## config.mk

```make
export PLATFORM = sky130hd
export DESIGN_NAME = elpis_io_mailbox
export DESIGN_NICKNAME = d
export VERILOG_FILES = /design/src/rtl/elpis_io_pkg.sv /design/src/rtl/elpis_io_fifo.sv /design/src/rtl/elpis_io_mailbox.sv
export SDC_FILE = /design/constraint.sdc
export NUM_CORES = 1
export LEC_CHECK = 0
export ABC_AREA = 1
export CORE_MARGIN = 4
export CORE_UTILIZATION = 32
export DETAILED_ROUTE_END_ITERATION = 16
export PLACE_DENSITY_LB_ADDON = 0.25
export SYNTH_ARGS = -nofsm -noshare
export SYNTH_HDL_FRONTEND = slang
export SYNTH_SLANG_ARGS = --single-unit
```

## constraint.sdc

```tcl
create_clock -name clk -period 2.9 [get_ports clk]
set_clock_uncertainty 0.15 [all_clocks]
set_input_delay 0.29 -clock clk [delete_from_list [all_inputs] [get_ports clk]]
set_output_delay 0.29 -clock clk [all_outputs]
set_load 0.03 [all_outputs]
```

## src/rtl/elpis_io_pkg.sv

```systemverilog
// Shared definitions for the Elpis I/O mailbox.
//   DATA_W      : default I/O word width.
//   io_state_t  : input-path FSM states (IDLE, WAIT_HOST, DELIVER).
//   tgl_edge()  : detects a PicoRV toggle flip against a stored reference bit.
package elpis_io_pkg;

    localparam int DATA_W = 32;

    typedef enum logic [1:0] {
        IDLE      = 2'd0,
        WAIT_HOST = 2'd1,
        DELIVER   = 2'd2
    } io_state_t;

    // PicoRV signals "new event" by flipping a level, not by pulsing.
    // An event is pending whenever the live level differs from the last
    // level we consumed.
    function automatic logic tgl_edge(input logic cur, input logic seen);
        return cur ^ seen;
    endfunction

endpackage

```

## src/rtl/elpis_io_fifo.sv

```systemverilog
// Synchronous FIFO for core output words.
//   clk, rst   : clock, synchronous active-low reset (clears pointers/count).
//   push       : write push_data; ignored when full.
//   pop        : drop head word; ignored when empty.
//   head       : word at the read pointer, 0 when empty.
//   count      : occupancy 0..DEPTH.
//   full       : count == DEPTH.
module elpis_io_fifo
    import elpis_io_pkg::*;
#(
    parameter int WIDTH = DATA_W,
    parameter int DEPTH = 4,
    parameter int CNT_W = $clog2(DEPTH) + 1
) (
    input  logic             clk,
    input  logic             rst,
    input  logic             push,
    input  logic [WIDTH-1:0] push_data,
    input  logic             pop,
    output logic [WIDTH-1:0] head,
    output logic [CNT_W-1:0] count,
    output logic             full
);

    localparam int IDX_W = $clog2(DEPTH);

    logic [WIDTH-1:0] mem_q [DEPTH];
    logic [WIDTH-1:0] mem_d [DEPTH];
    logic [CNT_W-1:0] wr_ptr_q, wr_ptr_d;
    logic [CNT_W-1:0] rd_ptr_q, rd_ptr_d;
    logic [CNT_W-1:0] count_q, count_d;
    logic             push_ok;
    logic             pop_ok;

    assign full    = (count_q == CNT_W'(DEPTH));
    assign push_ok = push && !full;
    assign pop_ok  = pop && (count_q != '0);

    // Pointers carry one extra bit so they wrap modulo 2*DEPTH; only the
    // low IDX_W bits address the memory.
    always_comb begin
        mem_d    = mem_q;
        wr_ptr_d = wr_ptr_q;
        rd_ptr_d = rd_ptr_q;
        count_d  = count_q;
        if (push_ok) begin
            mem_d[wr_ptr_q[IDX_W-1:0]] = push_data;
            wr_ptr_d = wr_ptr_q + CNT_W'(1);
        end
        if (pop_ok) begin
            rd_ptr_d = rd_ptr_q + CNT_W'(1);
        end
        case ({push_ok, pop_ok})
            2'b10:   count_d = count_q + CNT_W'(1);
            2'b01:   count_d = count_q - CNT_W'(1);
            default: count_d = count_q;
        endcase
    end

    always_ff @(posedge clk) begin
        if (!rst) begin
            wr_ptr_q <= '0;
            rd_ptr_q <= '0;
            count_q  <= '0;
        end else begin
            wr_ptr_q <= wr_ptr_d;
            rd_ptr_q <= rd_ptr_d;
            count_q  <= count_d;
        end
    end

    // Storage needs no reset: stale words are unreachable once the pointers clear.
    always_ff @(posedge clk) begin
        mem_q <= mem_d;
    end

    assign head  = (count_q == '0) ? '0 : mem_q[rd_ptr_q[IDX_W-1:0]];
    assign count = count_q;

endmodule

```

## src/rtl/elpis_io_mailbox.sv

```systemverilog
// Elpis I/O mailbox between the Elpis core and chip_controller / PicoRV.
//   Output path: core words (valid/ready) -> FIFO -> host_out_data/valid/count;
//                PicoRV pops the head by flipping host_out_ack_tgl.
//   Input path : core raises core_in_req; host_in_pending shows it is waiting;
//                PicoRV flips host_in_tgl with host_in_data; the core then sees a
//                one-cycle core_in_valid with core_in_data.
//   clk, rst   : clock, synchronous active-low reset.
// Handshake: a core word transfers on a rising clk edge where
// core_out_valid && core_out_ready; core_out_ready depends on registered state only.
module elpis_io_mailbox
    import elpis_io_pkg::*;
#(
    parameter int DATA_W = elpis_io_pkg::DATA_W,
    parameter int DEPTH  = 4,
    parameter int CNT_W  = $clog2(DEPTH) + 1
) (
    input  logic              clk,
    input  logic              rst,
    input  logic              core_out_valid,
    input  logic [DATA_W-1:0] core_out_data,
    output logic              core_out_ready,
    input  logic              core_in_req,
    output logic [DATA_W-1:0] core_in_data,
    output logic              core_in_valid,
    output logic [DATA_W-1:0] host_out_data,
    output logic              host_out_valid,
    output logic [CNT_W-1:0]  host_out_count,
    input  logic              host_out_ack_tgl,
    input  logic [DATA_W-1:0] host_in_data,
    input  logic              host_in_tgl,
    output logic              host_in_pending
);

    io_state_t         state_q, state_d;
    logic              in_q, in_d;
    logic              ack_q, ack_d;
    logic [DATA_W-1:0] in_data_q, in_data_d;
    logic              fifo_full;

    // ---------------- output path ----------------
    // A flip seen while the FIFO is empty is consumed here (ack_q follows
    // every cycle) and the FIFO ignores the pop, so it cannot pop a later word.
    assign ack_d          = host_out_ack_tgl;
    assign core_out_ready = rst && !fifo_full;
    assign host_out_valid = (host_out_count != '0);

    elpis_io_fifo #(
        .WIDTH (DATA_W),
        .DEPTH (DEPTH),
        .CNT_W (CNT_W)
    ) u_fifo (
        .clk       (clk),
        .rst       (rst),
        .push      (core_out_valid && core_out_ready),
        .push_data (core_out_data),
        .pop       (tgl_edge(host_out_ack_tgl, ack_q)),
        .head      (host_out_data),
        .count     (host_out_count),
        .full      (fifo_full)
    );

    // ---------------- input path FSM ----------------
    // Outside WAIT_HOST the toggle reference tracks the live level, so flips
    // that happen before or just after a request can never satisfy it.
    always_comb begin
        state_d   = state_q;
        in_d      = in_q;
        in_data_d = in_data_q;
        case (state_q)
            IDLE: begin
                in_d = host_in_tgl;
                if (core_in_req) state_d = WAIT_HOST;
            end
            WAIT_HOST: begin
                if (!core_in_req) begin
                    state_d = IDLE;
                end else if (tgl_edge(host_in_tgl, in_q)) begin
                    in_data_d = host_in_data;
                    in_d      = host_in_tgl;
                    state_d   = DELIVER;
                end
            end
            DELIVER: begin
                in_d    = host_in_tgl;
                state_d = IDLE;
            end
            default: state_d = IDLE;
        endcase
    end

    always_ff @(posedge clk) begin
        if (!rst) begin
            state_q   <= IDLE;
            in_q      <= host_in_tgl;
            ack_q     <= host_out_ack_tgl;
            in_data_q <= '0;
        end else begin
            state_q   <= state_d;
            in_q      <= in_d;
            ack_q     <= ack_d;
            in_data_q <= in_data_d;
        end
    end

    assign core_in_valid   = (state_q == DELIVER);
    assign host_in_pending = (state_q == WAIT_HOST);
    assign core_in_data    = in_data_q;

endmodule

```

==> results by group, run 1 <==
Worst hold path
  – Hold WC Path Type: primary input to register

Yosys
  – Adder-cell share of the synthesized area: 0.0119
  – Avg Cell Area, Syn: 10.7 um^2
  – Post-synthesis async set-or-reset flop share: 0
  – Synthesized netlist net count: approximately 720
  – Cell variety after synth: 23
  – Synth area leader: edfxtp_1
  – Gate Count Post-Synth: 646
  – Sequential share of the synthesized area: 0.681
  – Number of synthesis warnings: 0
  – Netlist Area Pre-Place: roughly 0.0069 mm^2
  – Commonest cells post-synth: 195 x nor2_1, 129 x edfxtp_1, 66 x o21ai_0
  – Post-synth EDFFs: approximately 130
  – Post-Synth Simple-Gate Area: 0.190
  – Post-synthesis xor/xnor area fraction: 0
  – Area share of the largest cell type after synthesis: 0.560
  – Synth Flop Type: edfxtp_1
  – Synth Area in Compound Gates: 0.0739
  – Post-synthesis mux area share: 0
  – FF+latch count, synth: approximately 170
  – Top post-synthesis cells by area: edfxtp_1 56%, dfxtp_1 12%, nor2_1 11%
  – Largest family of logic cells by synthesized area: simple AND/OR/NAND/NOR gates
  – Count leader, synth: nor2_1

Clock network
  – CTS tree: built
  – H-tree depth: 4
  – Number of post-CTS setup repair buffers: 0
  – Worst-skew pair later-pin latency: ~0.42 ns
  – Clk buf depth: 2
  – Gates resized, CTS repair: 0
  – Clk root buf: clkbuf_16
  – Clk sinks: roughly 170
  – CTS Buf Count: 17
  – Clk slew on worst S/H paths: ~0.070 ns
  – Cts hold-fix bufs: 0

Die
  – DIE HEIGHT: 155 um
  – FP Rows: 53
  – Die X: 155 um
  – Core footprint: ~0.021 mm^2
  – Ports: roughly 140
  – Die Area: around 0.024 mm^2
  – Initial Utilization: 0.327

Route
  – 1st-iter DRT viols: 260
  – Routed len/inst: 15.2 um
  – Final wirelength: between 15000 and 20000 um
  – DRC: 0
  – Drt pass-1 iters: 4
  – DR vias: between 4000 and 5000
  – Antenna-violating nets left: 0
  – Vias per Instance: 4.57

Critical path
  – CP max-delay cell: dfxtp_1
  – Crit. End Element: primary output
  – Worst path arrival time: ~2.1 ns
  – Crit Path Category: register to primary output
  – CP bufs+invs: 4
  – Slowest stage delay, CP: ~0.33 ns
  – CP most frequent cell: buf_4
  – Req. time, crit path: approximately 2.5 ns
  – Delay-heaviest family, CP: buffers and inverters
  – Crit start category: register
  – Crit path cell chain: buf_4, inv_1, buf_4, nor2_1, o21ai_0, a21oi_1, buf_12
  – CP Max Fanout: 22

STA
  – Max Clk Rate: approximately 0.4 GHz
  – Setup violators final: 0
  – Tmin final: 2.50 ns
  – Final setup margin: roughly 0.4 ns
  – Hold WS: roughly 0.24 ns
  – Tcrit/Tclk final: 0.863
  – Unrepaired setup endpoints after global routing: false
  – Post-Route Setup TNS: 0 ns
  – Least-Margin Pin Slew: between 0.5 and 0.6 ns
  – Final Hold Fails: 0
  – Pins over their slew limit: 0
  – Max_slew headroom: 0.666

Placement
  – Pre-CTS setup slack: ~0.51 ns
  – Placed cell area: 0.00860 mm^2
  – Final GP Congestion: 0.727
  – I/O Buffers: 140
  – Post-DP HPWL: 10100 um

Finish
  – Layout cells sized above 1: 0.127
  – Nets: 861
  – Design area: around 0.009 mm^2
  – Fill count: about 2000
  – Antenna diode count: 0
  – Area Growth Syn to Fin: 32.2%

GRT
  – Pin count of the biggest net entering global routing: between 40 and 50
  – First-pass GRT wire length: 25300 um
  – Initial antenna violation count: 0
  – Grt ovf: 0
  – Vias in the first global route: ~4700
  – Gr usage total: 0.135

Status
  – Outcome: finished, final reports clean

Power and ir drop
  – Psw: between 2000 and 3000 uW
  – Worst vdd ir: ~0.41 mV
  – Flop pwr share: 0.362
  – Leakage: around 0.0033 uW
  – Overall power: roughly 8000 uW
  – Net Sw Frac: 0.367
  – Cell Pwr Density: between 800 and 900 mW/mm^2
  – Clock share of power: 0.274
  – Logic pwr share: 0.364
  – P_int: between 4000 and 5000 uW

Flow run
  – Max Cap Viol: 0
## power by group through the flow
stage,clock network [uW],logic [uW],registers (uW)
after CTS,2190,2890,2820
after global routing,2300,3080,2830
after global placement,0,2880,2870
final,2130,2830,2810
after floorplan,0,1680,2920
after detailed placement,0,2880,2870
## path summary, 6_finish.rpt
| kind | start | to | slack [ns] | cells after the start |
|---|---|---|---|---|
| max | u_fifo.rd_ptr_q[1]$_SDFFE_PN0P_ | host_out_data[29] | 0.40 | 7 |
| min reg2reg | core_in_data[30]$_SDFFE_PN0P_ | core_in_data[30]$_SDFFE_PN0P_ | 0.32 | 2 |
| max reg2reg | u_fifo.count[0]$_SDFFE_PN0P_ | u_fifo.count[2]$_SDFFE_PN0P_ | 0.74 | 12 |
| min | host_out_ack_tgl | ack_q$_DFF_P_ | 0.24 | 1 |
## flip-flops by register name, indices dropped and copies added (netlist names)
register	cells
u_fifo.mem_q	128
core_in_data	32
u_fifo.count	3
state_q	2
u_fifo.rd_ptr_q	2
u_fifo.wr_ptr_q	2
ack_q	1
in_q	1
## stage by stage
step	std cells	utilization
after detailed placement	1041	0.407
after floorplan	646	-
after CTS	1073	0.433
after global routing	1073	0.433
final	1073	0.433
after global placement	1041	0.407
## cell type report
cell class / count / area [um^2] / share of cell area
flip-flops and latches: 171 / 4720 / 0.515
inverters: 25 / 93.8 / 0.0103
clock buffers: 19 / 433 / 0.0473
well taps: 275 / 344 / 0.0376
repair buffers: 159 / 1510 / 0.165
clock inverters: 13 / 119 / 0.0130
multi-input cells: 411 / 1940 / 0.212
## kinds of logic after synthesis
logic type / Yosys count
DFF: 171
adders and majority gates: 6
and+or+nand+nor: 303
AOI/OAI and AO/OA: 102
buffers and inverters: 64
## metal layers
layer / track usage / routed length, um / share of wire
met3: 0.0556 / 1500 / 0.092
met5: 0 / 0 / 0
met1: 0.168 / 7160 / 0.44
met4: 0.0416 / 193 / 0.012
met2: 0.213 / 7420 / 0.46
## cell usage in the layout (no fill, tap or decap), types with 2 or more instances in the layout
cell type,instances
inv_6,3
buf_4,48
clkinv_2,4
inv_1,23
edfxtp_1,129
clkbuf_16,17
buf_12,4
nor2_4,5
nor2_1,191
nand4_1,3
nand3_1,8
clkinvlp_4,3
ha_1,5
clkbuf_1,2
nand3b_1,32
clkdlybuf4s50_1,107
nor2_2,10
inv_2,2
nand2_1,52
dfxtp_1,41
a21oi_1,35
o21ai_0,66
No activity file was read; power rests on OpenSTA's default activity.
==> run 2: changes to the inputs <==
- ABC_CLOCK_PERIOD_IN_PS: unset -> 2900
- CORE_ASPECT_RATIO: unset -> 0.7
==> run 2 against run 1 <==
  * Sequential share of layout area is 0.35 points lower
  * Critical path depth is 1 lower
  * Clock power is 8% higher
  * Critical endpoint is now host_out_data[28]
  * Via count is 1.3% lower
==> results by group, run 2 (synthesis results as in run 1) <==
Die
  – Core footprint: 0.0210 mm^2 (-0.85%)
  – Die Area: 0.0241 mm^2 (+0.16%)
  – Ports: 141 (unchanged)
  – FP Rows: 44 (-17%)
  – Die X: 184 um (+19%)
  – Initial Utilization: 0.330 (+0.00279)
  – DIE HEIGHT: 131 um (-15%)

Finish
  – Design area: 0.00922 mm^2 (+0.68%)
  – Commonest non-fill, non-tap cells in the layout: 191 x nor2_1, 129 x edfxtp_1, 107 x clkdlybuf4s50_1, 66 x o21ai_0, 52 x nand2_1
  – Non-filler instance count after layout: 1071 (-0.19%)
  – Nets: 858 (-0.35%)
  – Commonest non-fill, non-tap cell in the layout: nor2_1
  – Largest reg by FF count: u_fifo.mem_q
  – Area Growth Syn to Fin: 33.1%
  – Layout cells sized above 1: 0.125 (-0.00204)
  – Number of flip-flops in the largest register: 128 (unchanged)
  – Antenna diode count: 0 (unchanged)

GRT
  – First-pass GRT wire length: 26100 um (+3.0%)
  – Pin count of the biggest net entering global routing: 66 (+50%)
  – Vias in the first global route: 4704 (-0.085%)
  – Initial antenna violation count: 0 (unchanged)
  – Grt ovf: 0 (unchanged)
  – Gr usage total: 0.140 (+0.00567)

Power and ir drop
  – Cell Pwr Density: 862 mW/mm^2 (+1.5%)
  – Leakage: 0.00337 uW (+0.69%)
  – Flop pwr share: 0.355 (-0.007)
  – Worst vdd ir: 0.375 mV (-9.6%)
  – Psw: 2950 uW (+3.7%)
  – Overall power: 7940 uW (+2.2%)
  – Net Sw Frac: 0.372 (+0.00526)
  – Clock share of power: 0.289 (+0.015)
  – P_int: 4990 uW (+1.3%)
  – Logic pwr share: 0.356 (-0.008)

Route
  – 1st-iter DRT viols: 297 (+14%)
  – DRC: 0 (unchanged)
  – Vias per Instance: 4.52 (-1.1%)
  – Antenna-violating nets left: 0 (unchanged)
  – Final wirelength: 16600 um (+1.9%)
  – DR vias: 4837 (-1.3%)
  – Routed len/inst: 15.5 um (+2.1%)
  – Drt pass-1 iters: 4 (unchanged)

Clock network
  – CTS Buf Count: 17 (unchanged)
  – Clk sinks: 171 (unchanged)
  – Clk root buf: clkbuf_16
  – Number of post-CTS setup repair buffers: 0 (unchanged)
  – Worst-skew pair later-pin latency: 0.42 ns (about the same)
  – Clk slew on worst S/H paths: 0.07 ns (about the same)
  – CTS tree: built
  – Clk buf depth: 2 (unchanged)
  – H-tree depth: 4 (unchanged)
  – Gates resized, CTS repair: 0 (unchanged)
  – Cts hold-fix bufs: 0 (unchanged)

Critical path
  – Crit path cell chain: inv_1, buf_4, nor2_1, o21ai_0, a21oi_1, buf_12
  – Req. time, crit path: 2.46 ns (about the same)
  – Crit path depth: 6 (-1)
  – Crit. End Element: primary output
  – CP Max Fanout: 33 (+50%)
  – CP bufs+invs: 3 (-1)
  – Worst R2R Path Depth: 13 (+1)
  – Crit start category: register
  – Delay-heaviest family, CP: buffers and inverters
  – Slowest stage delay, CP: 0.48 ns (+0.15 ns)
  – CP max-delay cell: dfxtp_1
  – Worst path arrival time: 1.94 ns (-0.12 ns)
  – Crit Path Category: register to primary output

Worst hold path
  – Hold Path Stages: 1 (unchanged)
  – Hold WC Path Type: primary input to register

Placement
  – I/O Buffers: 140 (unchanged)
  – DP Cell Count: 1039 (-0.19%)
  – Post-DP HPWL: 10300 um (+2.6%)
  – Placed cell area: 0.00862 mm^2 (+0.19%)
  – Final GP Congestion: 0.739 (+1.6%)
  – Pre-CTS setup slack: 0.545 ns (+0.0375 ns)

STA
  – Max Clk Rate: 0.420 GHz (+5.1%)
  – Setup violators final: 0 (unchanged)
  – Unrepaired setup endpoints after global routing: false
  – Pins over their slew limit: 0 (unchanged)
  – Tmin final: 2.38 ns (-0.122 ns)
  – Least-Margin Pin Slew: 0.517 ns (+0.0152 ns)
  – Final setup margin: 0.518 ns (+0.122 ns)
  – Max_slew headroom: 0.655 (-0.0102)
  – Final Hold Fails: 0 (unchanged)
  – Tcrit/Tclk final: 0.821 (-0.0420)

Status
  – Outcome: finished, final reports clean

Flow run
  – Max Cap Viol: 0 (unchanged)
run 2: changes by cell type in the layout (fill, tap and decap cells not counted), sizes merged:
cell | before | now
clkbuf | 19 | 17
clkinvlp | 3 | 0
buf | 52 | 49
inv | 29 | 34
run 2: final timing paths:
check | start | to | slack (ns)
worst min register to register | core_in_data[22]$_SDFFE_PN0P_ | core_in_data[22]$_SDFFE_PN0P_ | 0.32
worst max register to register | u_fifo.count[0]$_SDFFE_PN0P_ | u_fifo.count[2]$_SDFFE_PN0P_ | 0.73
worst min-delay path | host_out_ack_tgl | ack_q$_DFF_P_ | 0.21
worst max-delay path | u_fifo.rd_ptr_q[1]$_SDFFE_PN0P_ | host_out_data[28] | 0.52
run 2: power groups by stage:
stage,Clock (uW),Sequential [uW],Combinational [uW]
global placement,0,2880,2880
detailed placement,0,2880,2880
global route,2470,2830,3100
floorplan,0,2920,1680
CTS,2350,2820,2900
finish,2290,2820,2830
run 2: metal layers:
layer	vias to the layer above	track usage	routed length, um
li1	2451	-	-
met1	2283	0.197	8090
met2	85	0.220	7560
met3	18	0.0298	700
met4	0	0.0452	221
met5	-	0	0
run 2: per-stage QoR:
stage	util	hold slack (ns)	setup TNS [ns]
3_5_place_dp	0.411	0.309	0
4_1_cts	0.439	0.192	0
6_report	0.439	0.208	0
3_3_place_gp	0.411	0.300	0
2_1_floorplan	-	0.168	-4.89
5_1_grt	0.439	0.198	0
run 2: cell type report:
type / count / area, um^2
Clock buffer: 17 / 425
Sequential cell: 171 / 4720
Timing Repair Buffer: 156 / 1530
Inverter: 25 / 93.8
Multi-Input combinational cell: 411 / 1940
Tap cell: 276 / 345
Fill cell: 1968 / 11800
Clock inverter: 15 / 173
